### src/rtl/jesd204b_rx_link_ctrl.sv
// JESD204B receive link-layer controller: SYNC~ generation, subclass-1 LMFC alignment
// to SYSREF, and a single deterministic-latency elastic-buffer release to all lanes.
module jesd204b_rx_link_ctrl #(
    parameter int NUM_LANES        = 2,
    parameter int PARALLEL_OCTETS  = 4,
    parameter int OCTETS_PER_FRAME = 1,
    parameter int FRAMES_PER_MF    = 32,
    parameter int ILAS_TIMEOUT_MF  = 8,
    localparam int LMFC_PERIOD     = FRAMES_PER_MF * OCTETS_PER_FRAME / PARALLEL_OCTETS,
    localparam int CNT_W           = (LMFC_PERIOD > 1) ? $clog2(LMFC_PERIOD) : 1
) (
    input  logic                 clk_i,
    input  logic                 rst_i,
    input  logic                 sysref_i,
    input  logic [CNT_W-1:0]     cfg_rbd_i,
    input  logic                 cfg_sysref_oneshot_i,
    input  logic [NUM_LANES-1:0] lane_cgs_detected_i,
    input  logic [NUM_LANES-1:0] lane_ifs_start_i,
    input  logic [NUM_LANES-1:0] lane_buffer_ready_ni,
    output logic                 cgs_reset_o,
    output logic                 ifs_reset_o,
    output logic                 buffer_release_no,
    output logic                 sync_no,
    output logic                 lmfc_edge_o,
    output logic [1:0]           link_state_o,
    output logic                 all_ifs_o,
    output logic                 sysref_misalign_o
);

    typedef enum logic [1:0] {
        ST_RESET = 2'd0,
        ST_CGS   = 2'd1,
        ST_ILAS  = 2'd2,
        ST_DATA  = 2'd3
    } link_state_e;

    localparam int               TO_W      = $clog2(ILAS_TIMEOUT_MF + 1);
    localparam logic [CNT_W-1:0] LMFC_LAST = CNT_W'(LMFC_PERIOD - 1);
    localparam logic [TO_W-1:0]  TO_LIMIT  = TO_W'(ILAS_TIMEOUT_MF);

    link_state_e      state_q;
    link_state_e      state_d;
    logic [CNT_W-1:0] lmfc_cnt;
    logic [CNT_W-1:0] lmfc_cnt_free;
    logic             lmfc_valid;
    logic             sysref_q;
    logic             sysref_edge;
    logic             realign_ok;
    logic [TO_W-1:0]  to_cnt;
    logic             to_expired;
    logic             all_cgs;
    logic             all_ready;

    assign sysref_edge   = sysref_i & ~sysref_q;
    assign realign_ok    = ~lmfc_valid | ~cfg_sysref_oneshot_i;
    assign lmfc_cnt_free = (lmfc_cnt == LMFC_LAST) ? '0 : lmfc_cnt + 1'b1;
    assign lmfc_edge_o   = (lmfc_cnt == '0);
    assign all_cgs       = &lane_cgs_detected_i;
    assign all_ready     = ~|lane_buffer_ready_ni;
    assign to_expired    = (to_cnt >= TO_LIMIT);
    assign link_state_o  = state_q;

    // LMFC counter, SYSREF alignment and the sticky off-phase SYSREF flag.
    always_ff @(posedge clk_i) begin
        if (rst_i) begin
            sysref_q          <= 1'b0;
            lmfc_cnt          <= '0;
            lmfc_valid        <= 1'b0;
            sysref_misalign_o <= 1'b0;
            all_ifs_o         <= 1'b0;
        end else begin
            sysref_q  <= sysref_i;
            all_ifs_o <= &lane_ifs_start_i;
            if (sysref_edge && realign_ok) begin
                lmfc_cnt <= '0;
            end else begin
                lmfc_cnt <= lmfc_cnt_free;
            end
            if (sysref_edge) begin
                lmfc_valid <= 1'b1;
                if (lmfc_valid && (lmfc_cnt_free != '0)) begin
                    sysref_misalign_o <= 1'b1;
                end
            end
        end
    end

    // Multiframes spent in ILAS; held at zero in every other state so entry starts clean.
    always_ff @(posedge clk_i) begin
        if (rst_i || (state_q != ST_ILAS)) begin
            to_cnt <= '0;
        end else if (lmfc_edge_o && !to_expired) begin
            to_cnt <= to_cnt + 1'b1;
        end
    end

    always_ff @(posedge clk_i) begin
        if (rst_i) begin
            state_q <= ST_RESET;
        end else begin
            state_q <= state_d;
        end
    end

    // Transitions look at the registered lmfc_cnt, i.e. the phase before any same-cycle
    // SYSREF realignment takes effect.
    always_comb begin
        state_d = state_q;
        unique case (state_q)
            ST_RESET: state_d = ST_CGS;
            ST_CGS: begin
                if (all_cgs && lmfc_valid && (lmfc_cnt == LMFC_LAST)) begin
                    state_d = ST_ILAS;
                end
            end
            ST_ILAS: begin
                if (!all_cgs) begin
                    state_d = ST_RESET;
                end else if (to_expired) begin
                    state_d = ST_RESET;
                end else if (all_ready && (lmfc_cnt == cfg_rbd_i)) begin
                    state_d = ST_DATA;
                end
            end
            ST_DATA: begin
                if (!all_cgs) begin
                    state_d = ST_RESET;
                end
            end
            default: state_d = ST_RESET;
        endcase
    end

    always_comb begin
        cgs_reset_o       = 1'b0;
        ifs_reset_o       = 1'b0;
        sync_no           = 1'b1;
        buffer_release_no = 1'b1;
        unique case (state_q)
            ST_RESET: begin
                cgs_reset_o = 1'b1;
                ifs_reset_o = 1'b1;
                sync_no     = 1'b0;
            end
            ST_CGS: begin
                ifs_reset_o = 1'b1;
                sync_no     = 1'b0;
            end
            ST_ILAS: begin
                sync_no = 1'b1;
            end
            ST_DATA: begin
                buffer_release_no = 1'b0;
            end
            default: begin
                cgs_reset_o = 1'b1;
                ifs_reset_o = 1'b1;
                sync_no     = 1'b0;
            end
        endcase
    end

endmodule

### config.mk
export PLATFORM = sky130hd
export DESIGN_NAME = jesd204b_rx_link_ctrl
export DESIGN_NICKNAME = d
export VERILOG_FILES = /design/src/rtl/jesd204b_rx_link_ctrl.sv
export SDC_FILE = /design/constraint.sdc
export NUM_CORES = 1
export LEC_CHECK = 0
export BUFFER_PORTS_ARGS = -buffer_cell sky130_fd_sc_hd__clkbuf_2
export CORE_MARGIN = 2
export CORE_UTILIZATION = 46
export DETAILED_ROUTE_END_ITERATION = 7
export PLACE_DENSITY = 0.77
export SETUP_SLACK_MARGIN = 0.4
export SLEW_MARGIN = 20
export SYNTH_ARGS = -nofsm -noshare
export SYNTH_HDL_FRONTEND = slang
export SYNTH_SLANG_ARGS = --single-unit
### constraint.sdc
create_clock -name clk_i -period 1.5 [get_ports clk_i]
set_input_delay 0.225 -clock clk_i [delete_from_list [all_inputs] [get_ports clk_i]]
set_output_delay 0.225 -clock clk_i [all_outputs]
set_load 0.01 [all_outputs]
### Word level (Yosys, flattened, before mapping)

Cells that the tools add are included.

* muxes and demuxes: 11
* add/subtract/negate cells: 2
* equal/unequal tests: 9
* shift operators: 0
* bitwise logic cells: 5
* reduce and logical (&&, ||, !) cells: 19
* multipliers: 0
* order comparisons: 1
* divide/modulo/power cells: 0

Operators by type and width (number)
* $mux 2: 5
* $pmux 2 s4: 1
* $logic_and 1x1->1: 6
* $ne 2x2->1 const B: 3
* $reduce_and 2->1: 3
* $reduce_or 2->1: 3
* $add 4x1->4 const B: 1
* $eq 2x2->1 const B: 2
* $ge 4x4->1 const B: 1
* $mux 1: 4
* $ne 4x4->1 const B: 1
* $add 3x1->3 const B: 1
* $eq 3x3->1: 1
* $eq 3x3->1 const B: 1
* $logic_not 3->1: 1
* $mux 3: 1
* $not 1->1: 3
* $reduce_and 3->1: 1
* $reduce_bool 3->1: 1
* $eq 2x1->1 const B: 1
* $logic_not 1->1: 2
* $logic_not 2->1: 1
* $and 1x1->1: 1
* $logic_or 1x1->1: 1
* $or 1x1->1: 1

* memories: 0
* latch bits: 0
* output and inout port bits: 9
* RAM bits: 0
* bits in read-only memories: 0
* bits of input ports: 13
* register bits: 13
* logic and storage cells: 54

### Longest topological paths before layout

Gate-level depths: netlist (run 1).

* word-level depth: 7
* depth in mapped cells: 6
* mapped depth without buffers: 6

### Worst setup path before layout (run 1)

No wires, ideal clock.

* kind: register to register
* start: register state_q[1], in the netlist link_state_o[1]
* end: register state_q[0], in the netlist link_state_o[0]
* slack: 122 ps
* library setup time: 139 ps
* arrival: 1239 ps
* data required time: 1361 ps
* period minus slack after synthesis: 1378 ps
* cell stages (with the launch flop): 5
* cells stage by stage: dfxtp_1 -> inv_2 -> or4_1 -> a31oi_1 -> a2111oi_1

* longest elaborated chain between the ends: 3

Ends and longest elaborated chain
* from (decl): line 41 `link_state_e state_q;`
* from (signal assigned): line 101 `state_q <= state_d;`
* $eq 2x2->1 or $eq 2x1->1 (tied branches): line 109 `unique case (state_q)`
* $ne 4x4->1 (no line) or $ne 2x2->1 (tied branches)
* $reduce_and 3->1 (no line)

Several ways; a longest one is shown, not always the timed one.
A chain may end at the register's enable or synchronous reset.

### Worst setup path after layout (run 1)

* start: register lmfc_cnt[1]
* end: register state_q[1], in the netlist link_state_o[1]

* longest elaborated chain between the ends: 4

Ends and longest elaborated chain
* from (decl): line 43 `logic [CNT_W-1:0] lmfc_cnt;`
* from (signal assigned): line 77 `lmfc_cnt <= lmfc_cnt_free;`
* $eq 3x3->1 (on tied branches): line 121, 112
* $logic_and 1x1->1 (on tied branches): line 121, 112
* $ne 4x4->1 (no line) or $ne 2x2->1 (tied branches)
* $reduce_and 3->1 (no line) *

Mark *: on every way between the ends. The rest lies on a longest branch, timed or not.

==> metrics.yaml, run 1 <==
power_and_ir_drop:
  finalPower_mw: 0.734
  p_sw_mw: 0.193
  p_per_area_nw_per_um2: 736
  peakVddDrop_v: 0.000574
  seq_power_share: 0.505
  p_leak_nw: 0.420
  clock_power_share: 0.295
  internal_power_mw: 0.540
  comb_power_share: 0.199
  swShare: 0.264
synth:
  yosysTopAreaCell: "dfxtp_1"
  synth-async-reset-ratio: 0
  synth_seq_cells: 13
  ys.warnings.count: 0
  synth_most_common_cell: "dfxtp_1"
  synth-edff-count: 0
  synth_area_leaders: "dfxtp_1, ha_1, nor2_1"
  synth.top_cell.area_share: 0.428
  netlist_area_um2: 608
  synthCells: 68
  synth_seq_area_share: 0.428
  synth_commonest_cells: "dfxtp_1, nor2_1, nand2_1, ha_1, inv_1"
  avgSynthCellArea_um2: 8.94
  synth_cell_types: 25
  ys.flop_type: "dfxtp_1"
  synth.net_count: 86
outcome:
  status: "complete, no violations"
sta:
  layout_setup_ws_ps: 163
  tns_ps: 0
  setup_viol: 0
  grt_setup_unrepaired: "true"
  fin_crit_sh: 0.891
  slew_violations: 0
  tightest_slew_ps: 307
  finalHoldViolCount: 0
  max_freq_ghz: 0.748
  maxSlewHeadroom: 0.794
  finClkSkew_ps: 6.08
  finalCriticalPeriod_ps: 1340
cells_and_area:
  num_antenna_cells: 0
  drive_gt1_frac: 0.571
  seqCellArea_um2: 277
  finalNetCount: 117
  multi_input_area_um2: 462
  syn2layout_area_growth_pct: 64.0
  fillers: 90
clocking:
  cts-root-buf: "clkbuf_4"
  cts-htree-levels: 1
  cts_sinks: 13
  clk_latency_ps: 280
  cts_max_path_buffers: 2
  cts_made_buffers: 3
  cts_tree: "yes"
  path_clk_slew_ps: 80
grt:
  grt_pass1_vias: 490
  grt_max_degree: 9
  grt_antenna_before_repair: 0
  grt_overflow_total: 0
  grt_use_total: 0.196
  grt_pass1_wl_um: 2000
worst_hold_path:
  holdPathEnd: "all_ifs_o$_SDFF_PP0_"
  holdCritStartpoint: "lane_ifs_start_i[1]"
  hold_depth: 3
  min_path_type: "input port to flop"
detailed_routing:
  finalWirelength_um: 1580
  post_drt_wl_per_cell_um: 14.0
  drc: 0
  drtAntennaViolNets: 0
  via_per_inst: 5.03
  first_pass_iters: 4
  drt-initial-drc-count: 1
  vias: 568
job:
  timing.max_cap.violations: 0
critical_path:
  rr_startpoint: "lmfc_cnt[1]$_SDFF_PP0_"
  r2r_slack_ps: 160
  crit_arrival_ps: 1540
  cp_max_fo: 3
  cp.required_ps: 1710
  reg2reg_depth: 6
  startpoint_type: "flop"
  crit_path_end_kind: "flop"
  worstSetupPathType: "flop to flop"
  crit_start: "lmfc_cnt[1]$_SDFF_PP0_"
  reg2reg_to: "link_state_o[1]$_SDFFE_PP0P_"
floorplan:
  pin_count: 22
  rows: 13
  die-area_um2: 1630
  initial_utilization: 0.479
  fp.coreArea_um2: 1270
  die-height_um: 40.4
  die_x_um: 40.4
placement:
  place.gp.congestion: 0.672
  hpwlAfterDp_um: 992
  port_buffers: 21
  pre_cts_ws_ps: 239
-- final cells by class --
class / count / area share
multi-input cells: 48 / 0.463
flip-flops and latches: 13 / 0.277
repair buffers: 27 / 0.187
inverters: 6 / 0.0276
clock buffers: 4 / 0.0263
well taps: 15 / 0.0188
-- registers in the layout (all words and copies together), names as in the netlist --
name	flops
lmfc_cnt	3
sysref_q	1
to_cnt	4
lmfc_valid	1
all_ifs_o	1
link_state_o	2
sysref_misalign_o	1
-- placed cells by master, fill, tap and decap left out, types with 2 or more instances in the layout --
cell type and count:
clkbuf_2 16, nor2b_1 2, inv_4 2, buf_4 3
inv_1 3, buf_6 7, xnor2_1 2, ha_1 2
xor2_1 2, ha_4 3, nand2_1 4, dfxtp_1 8
nand2_2 2, dfxtp_4 4, nor2_1 11, clkbuf_4 3
-- logic make-up after synthesis --
group,share of synthesized area
buffers and inverters,0.0432
DFF,0.428
AOI/OAI and AO/OA,0.109
xor gates and xnor gates,0.0720
and+or+nand+nor,0.245
adders and majority gates,0.103
-- worst max-delay path: stages, from the launching register on --
cell and delay (ps):
dfxtp_4 390, ha_4 140, ha_4 160, nand2_2 70
nor4_4 200, o21ba_2 210, nor2_1 100
-- metrics by stage --
step                      cells  instance area (µm²)   util  hold WS (ps)
after global routing        113                  997  0.786           155
after detailed placement    103                  792  0.624           445
after CTS                   112                  886  0.698           151
final                       113                  997  0.786           157
after global placement      103                  792  0.624           424
after floorplan              68                  672      -           287
-- how the worst max path moves through the flow --
stage | end | slack (ps) | cells after the start
finish | link_state_o[1]$_SDFFE_PP0P_ | 160 | 6
global route | link_state_o[1]$_SDFFE_PP0P_ | 90 | 6
CTS | lmfc_edge_o | 170 | 4
detailed placement | link_state_o[0]$_SDFFE_PP0P_ | 240 | 5
global placement | link_state_o[0]$_SDFFE_PP0P_ | 270 | 5
floorplan | link_state_o[0]$_SDFFE_PP0P_ | 310 | 3
-- layer usage --
layer,vias up,part of all wire,track usage
li1,284,-,-
met1,263,0.35,0.190
met2,19,0.59,0.361
met3,2,0.055,0.100
met4,0,0.011,0.0500
met5,-,0,0
-- power groups by stage --
stage / sequential [mW] / clock [mW] / combinational (mW)
after floorplan: 0.378 / 0 / 0.0598
after global placement: 0.378 / 0 / 0.0957
after detailed placement: 0.379 / 0 / 0.0988
after CTS: 0.370 / 0.225 / 0.121
after global routing: 0.372 / 0.240 / 0.159
final: 0.371 / 0.217 / 0.146
-- timing repair --
| action | CTS | global route |
|---|---|---|
| hold buffers | 0 | 0 |
| setup endpoints to repair | 8 | 12 |
| resized for setup | 8 | 24 |
| pin swaps | 7 | 8 |
| setup buffers | 5 | 1 |
Power figures use the tool's default switching activity.
==> inputs of run 2 (changes only) <==
MAX_ROUTING_LAYER = met4   (was default)
==> run 2 against run 1 <==
Hold slack hardly changed. Clock skew is essentially flat. Utilization unchanged. Setup slack is essentially flat. Register-to-register slack about the same. Clock power about the same. Cell area unchanged. First-iteration DRC count rose by 100%. Sequential share of layout area unchanged. Power about the same. Largest power group unchanged. Highest routed layer unchanged.
==> metrics.yaml, run 2 (synthesis results as in run 1) <==
floorplan:
  die_x_um: 40.4  # unchanged
  die-height_um: 40.4  # unchanged
  pin_count: 22  # unchanged
  die-area_um2: 1630  # unchanged
  initial_utilization: 0.479  # unchanged
  fp.coreArea_um2: 1270  # unchanged
  rows: 13  # unchanged
cells_and_area:
  final_common_cell: "clkbuf_2"
  fin_cells: 113  # unchanged
  num_antenna_cells: 0  # unchanged
  finalNetCount: 117  # unchanged
  largest_register_ffs: 4  # unchanged
  final_cell_mix: "clkbuf_2, nor2_1, dfxtp_1"
  top_register: "to_cnt"
  syn2layout_area_growth_pct: 64.0  # unchanged
  drive_gt1_frac: 0.571  # unchanged
  final_util: 0.786  # unchanged
clocking:
  cts_sinks: 13  # unchanged
  cts_max_path_buffers: 2  # unchanged
  cts-root-buf: "clkbuf_4"
  cts-htree-levels: 1  # unchanged
  cts_made_buffers: 3  # unchanged
  clk_latency_ps: 270  # about the same
  path_clk_slew_ps: 80  # about the same
  cts_tree: "yes"
  cts_hold_buf: 0  # unchanged
grt:
  grt_antenna_before_repair: 0  # unchanged
  grt_pass1_vias: 486  # -0.82%
  grt_max_degree: 9  # unchanged
  grt_pass1_wl_um: 2000  # unchanged
  grt_use_total: 0.202  # +0.00553
  grt_overflow_total: 0  # unchanged
job:
  timing.max_cap.violations: 0  # unchanged
sta:
  fin_hold_ws_ps: 157  # +0.140 ps
  finClkSkew_ps: 6.07  # -0.00678 ps
  tightest_slew_ps: 307  # unchanged
  finalHoldViolCount: 0  # unchanged
  setup_viol: 0  # unchanged
  max_freq_ghz: 0.748  # about the same
  fin_crit_sh: 0.891  # about the same
  tns_ps: 0  # unchanged
  slew_violations: 0  # unchanged
  grt_setup_unrepaired: "true"
  finalCriticalPeriod_ps: 1340  # -0.0100 ps
  maxSlewHeadroom: 0.794  # unchanged
detailed_routing:
  wl_met3_um: 86  # -1.1%
  top_layer_used: "met4"
  vias: 568  # unchanged
  via_per_inst: 5.03  # unchanged
  drtAntennaViolNets: 0  # unchanged
  wl_met1_um: 546  # -0.18%
  finalWirelength_um: 1580  # unchanged
  drc: 0  # unchanged
  drt-initial-drc-count: 2  # +1
  first_pass_iters: 4  # unchanged
  wl_met2_um: 933  # +0.11%
  post_drt_wl_per_cell_um: 14.0  # unchanged
critical_path:
  rr_startpoint: "lmfc_cnt[1]$_SDFF_PP0_"
  reg2reg_depth: 6  # unchanged
  r2r_slack_ps: 160  # about the same
  crit_path_end_kind: "flop"
  reg2reg_to: "link_state_o[1]$_SDFFE_PP0P_"
  startpoint_type: "flop"
  cp.required_ps: 1710  # about the same
  crit_arrival_ps: 1540  # about the same
  cp_max_fo: 3  # unchanged
  worstSetupPathType: "flop to flop"
power_and_ir_drop:
  p_per_area_nw_per_um2: 736  # about the same
  finalPower_mw: 0.734  # about the same
  peakVddDrop_v: 0.000574  # about the same
  p_leak_nw: 0.420  # unchanged
worst_hold_path:
  hold_depth: 3  # unchanged
  min_path_type: "input port to flop"
  holdPathEnd: "all_ifs_o$_SDFF_PP0_"
  holdCritStartpoint: "lane_ifs_start_i[1]"
placement:
  dp.cells: 103  # unchanged
  port_buffers: 21  # unchanged
  hpwlAfterDp_um: 992  # unchanged
  place.gp.congestion: 0.678  # +1.0%
outcome:
  status: "complete, no violations"
-- run 2: cell counts in the layout (fill, tap and decap cells not counted) --
Identical to the previous run, type by type.
-- run 2: worst max-delay path by stage --
stage,from,end,slack (ps),depth (start not counted)
floorplan,link_state_o[0]$_SDFFE_PP0P_,link_state_o[0]$_SDFFE_PP0P_,310,3
global placement,lane_cgs_detected_i[0],link_state_o[0]$_SDFFE_PP0P_,270,5
detailed placement,lane_cgs_detected_i[0],link_state_o[0]$_SDFFE_PP0P_,240,5
CTS,lmfc_cnt[1]$_SDFF_PP0_,lmfc_edge_o,170,4
global route,lmfc_cnt[1]$_SDFF_PP0_,link_state_o[1]$_SDFFE_PP0P_,90,6
finish,lmfc_cnt[1]$_SDFF_PP0_,link_state_o[1]$_SDFFE_PP0P_,160,6
-- run 2: area by class of cell --
class	count	area [µm²]
repair buffers	27	186
clock buffers	4	26.3
fillers	90	272
inverters	6	27.5
well taps	15	18.8
flip-flops and latches	13	277
multi-input cells	48	462
-- run 2: stage by stage --
step | worst slack (ps) | instance area [µm²]
2_1_floorplan | 310 | 672
3_3_place_gp | 271 | 792
3_5_place_dp | 239 | 792
4_1_cts | 168 | 886
5_1_grt | 90.8 | 997
6_report | 163 | 997
-- run 2: metal layers --
metal  track usage  up-vias
li1              -      284
met1         0.190      263
met2         0.361       19
met3         0.100        2
met4        0.0500        0
met5             -        -
-- run 2: power by group --
group | internal (mW) | leakage, nW | total (mW) | switching, mW
combinational | 0.0827 | 0.295 | 0.146 | 0.0636
sequential | 0.355 | 0.109 | 0.371 | 0.0161
clock | 0.103 | 0.0150 | 0.217 | 0.114
-- run 2: repair_timing --
action | 4_1_cts | 5_1_grt
hold endpoints to repair | 0 | 0
setup buffers | 5 | 1
setup endpoints to repair | 8 | 12
pin swaps | 7 | 8
resized for setup | 8 | 24
-- run 2: critical path, cell delays in order, from the launching register on --
cell     delay (ps)
dfxtp_4         390
ha_4            140
ha_4            160
nand2_2          70
nor4_4          200
o21ba_2         210
nor2_1          100
==> inputs of run 3 (changes only) <==
CORE_UTILIZATION = 45   (was 46)
PLACE_DENSITY = 0.76   (was 0.77)
==> run 3 against run 2 <==
Hold slack lost 9.9 ps. Global-route usage shrank 2.5 points. Critical path depth down 2. Cell area is 7.5% lower. Clock power is essentially flat. Via count fell by 6.3%. Critical endpoint is now lmfc_edge_o. Largest power group unchanged.
==> metrics.yaml, run 3 (synthesis results as in run 1) <==
job:
  timing.max_cap.violations: 0  # unchanged
floorplan:
  fp.coreArea_um2: 1280  # +1.3%
  die-area_um2: 1660  # +2.0%
  rows: 13  # unchanged
  die-height_um: 40.8  # +0.99%
  initial_utilization: 0.473  # -0.00607
  pin_count: 22  # unchanged
  die_x_um: 40.8  # +0.99%
grt:
  grt_overflow_total: 0  # unchanged
  grt_use_total: 0.177  # -0.0249
  grt_use_met2: 0.329  # -0.0317
  grt_use_met1: 0.158  # -0.0316
  grt_pass1_vias: 464  # -4.5%
  grt_pass1_wl_um: 1790  # -10%
  met3_usage: 0.0326  # -0.0674
  grt_antenna_before_repair: 0  # unchanged
  busiest_layer: "met2"
  grt_max_degree: 9  # unchanged
critical_path:
  worstPathCellList: "inv_4 > ha_4 > nor2b_4 > buf_6"
  max_stage_delay_ps: 400  # about the same
  worstSetupPathType: "flop to primary output"
  crit_path_end_kind: "primary output"
  path_depth: 4  # -2
  cp.required_ps: 1270  # -440 ps
  cp_max_fo: 4  # +1
  crit_path_top_delay_cell: "dfxtp_4"
  startpoint_type: "flop"
  worst-path-buf-inv: 2  # +2
  crit_arrival_ps: 1090  # -450 ps
  critical_path.top_delay_family: "flip-flops"
  reg2reg_depth: 6  # unchanged
power_and_ir_drop:
  internal_power_mw: 0.536  # -0.78%
  swShare: 0.256  # -0.00740
  seq_power_share: 0.514  # +0.009
  clock_power_share: 0.303  # +0.008
  finalPower_mw: 0.721  # -1.8%
  peakVddDrop_v: 0.000531  # -7.4%
  comb_power_share: 0.183  # -0.017
  p_sw_mw: 0.185  # -4.5%
  p_leak_nw: 0.390  # -7.0%
  p_per_area_nw_per_um2: 781  # +6.2%
cells_and_area:
  multi_input_area_um2: 419  # -9.2%
  finalNetCount: 115  # -1.7%
  seqCellArea_um2: 277  # unchanged
  largest_register_ffs: 4  # unchanged
  num_antenna_cells: 0  # unchanged
  final_cell_mix: "clkbuf_2, nor2_1, dfxtp_1"
  final_common_cell: "clkbuf_2"
  top_register: "to_cnt"
  drive_gt1_frac: 0.521  # -0.0506
  fillers: 100  # +11%
  syn2layout_area_growth_pct: 51.6
detailed_routing:
  finalWirelength_um: 1210  # -24%
  drt-initial-drc-count: 1  # -1
  via_per_inst: 4.79  # -4.7%
  vias: 532  # -6.3%
  drtAntennaViolNets: 0  # unchanged
  first_pass_iters: 2  # -2
  post_drt_wl_per_cell_um: 10.9  # -23%
  drc: 0  # unchanged
outcome:
  status: "complete, no violations"
clocking:
  clk_latency_ps: 270  # about the same
  cts_made_buffers: 3  # unchanged
  cts_sinks: 13  # unchanged
  cts_tree: "yes"
  cts-htree-levels: 1  # unchanged
  cts-root-buf: "clkbuf_4"
  cts_max_path_buffers: 2  # unchanged
  path_clk_slew_ps: 90  # about the same
sta:
  tightest_slew_ps: 300  # -7.09 ps
  finClkSkew_ps: 7.03  # +0.959 ps
  fin_crit_sh: 0.876  # -0.0147
  fin_hold_ws_ps: 147  # -9.90 ps
  grt_setup_unrepaired: "true"
  setup_viol: 0  # unchanged
  tns_ps: 0  # unchanged
  maxSlewHeadroom: 0.800  # +0.00569
  max_freq_ghz: 0.761  # +1.7%
  finalCriticalPeriod_ps: 1310  # -22.1 ps
  slew_violations: 0  # unchanged
  finalHoldViolCount: 0  # unchanged
placement:
  hpwlAfterDp_um: 920  # -7.3%
  place.gp.congestion: 0.683  # +0.71%
  port_buffers: 21  # unchanged
worst_hold_path:
  hold_depth: 3  # unchanged
  min_path_type: "input port to flop"
## run 3: cell types whose count changed in the layout (fill, tap and decap cells not counted), sizes merged
cell / previous run / this run
clkbuf: 20 / 22
buf: 11 / 7
## run 3: per-layer routing
layer  vias up  share of wire
li1        283              -
met2         6           0.56
met4         0          0.012
met1       241           0.41
met5         -              0
met3         2          0.020
## run 3: path summary, 6_finish.rpt
path	startpoint	slack [ps]	end
worst max-delay path	lmfc_cnt[0]$_SDFF_PP0_	190	lmfc_edge_o
worst min-delay path	lane_ifs_start_i[1]	150	all_ifs_o$_SDFF_PP0_
worst max register to register	lmfc_cnt[0]$_SDFF_PP0_	250	link_state_o[1]$_SDFFE_PP0P_
worst min register to register	sysref_misalign_o$_SDFFE_PP0P_	500	sysref_misalign_o$_SDFFE_PP0P_
## run 3: power groups by stage
stage / clock network [mW] / logic (mW) / registers (mW)
6_report: 0.218 / 0.132 / 0.371
5_1_grt: 0.235 / 0.145 / 0.373
4_1_cts: 0.226 / 0.120 / 0.370
3_5_place_dp: 0 / 0.0981 / 0.379
3_3_place_gp: 0 / 0.0958 / 0.378
2_1_floorplan: 0 / 0.0598 / 0.378
## run 3: worst min-delay path, stage by stage
cell      delay (ps)
clkbuf_2          80
nand2_1           40
nor2_1            30
## run 3: repair_timing
action                                  in CTS  in global routing
setup buffers                                3                  1
pin swaps                                    6                  7
endpoints found under the setup margin      10                 10
resized for setup                           10                 11
hold buffers                                 0                  0
## run 3: per-stage QoR
step | utilization | cells | instance area (µm²) | setup slack [ps]
after global routing | 0.718 | 111 | 922 | 146
after detailed placement | 0.616 | 103 | 792 | 249
after CTS | 0.685 | 110 | 880 | 159
final | 0.718 | 111 | 922 | 185
after global placement | 0.616 | 103 | 792 | 281
after floorplan | - | 68 | 672 | 310
## run 3: cell type report
type	instances	area share
Tap cell	15	0.0204
Timing Repair Buffer	25	0.164
Multi-Input combinational cell	48	0.455
Sequential cell	13	0.300
Inverter	6	0.0326
Clock buffer	4	0.0285
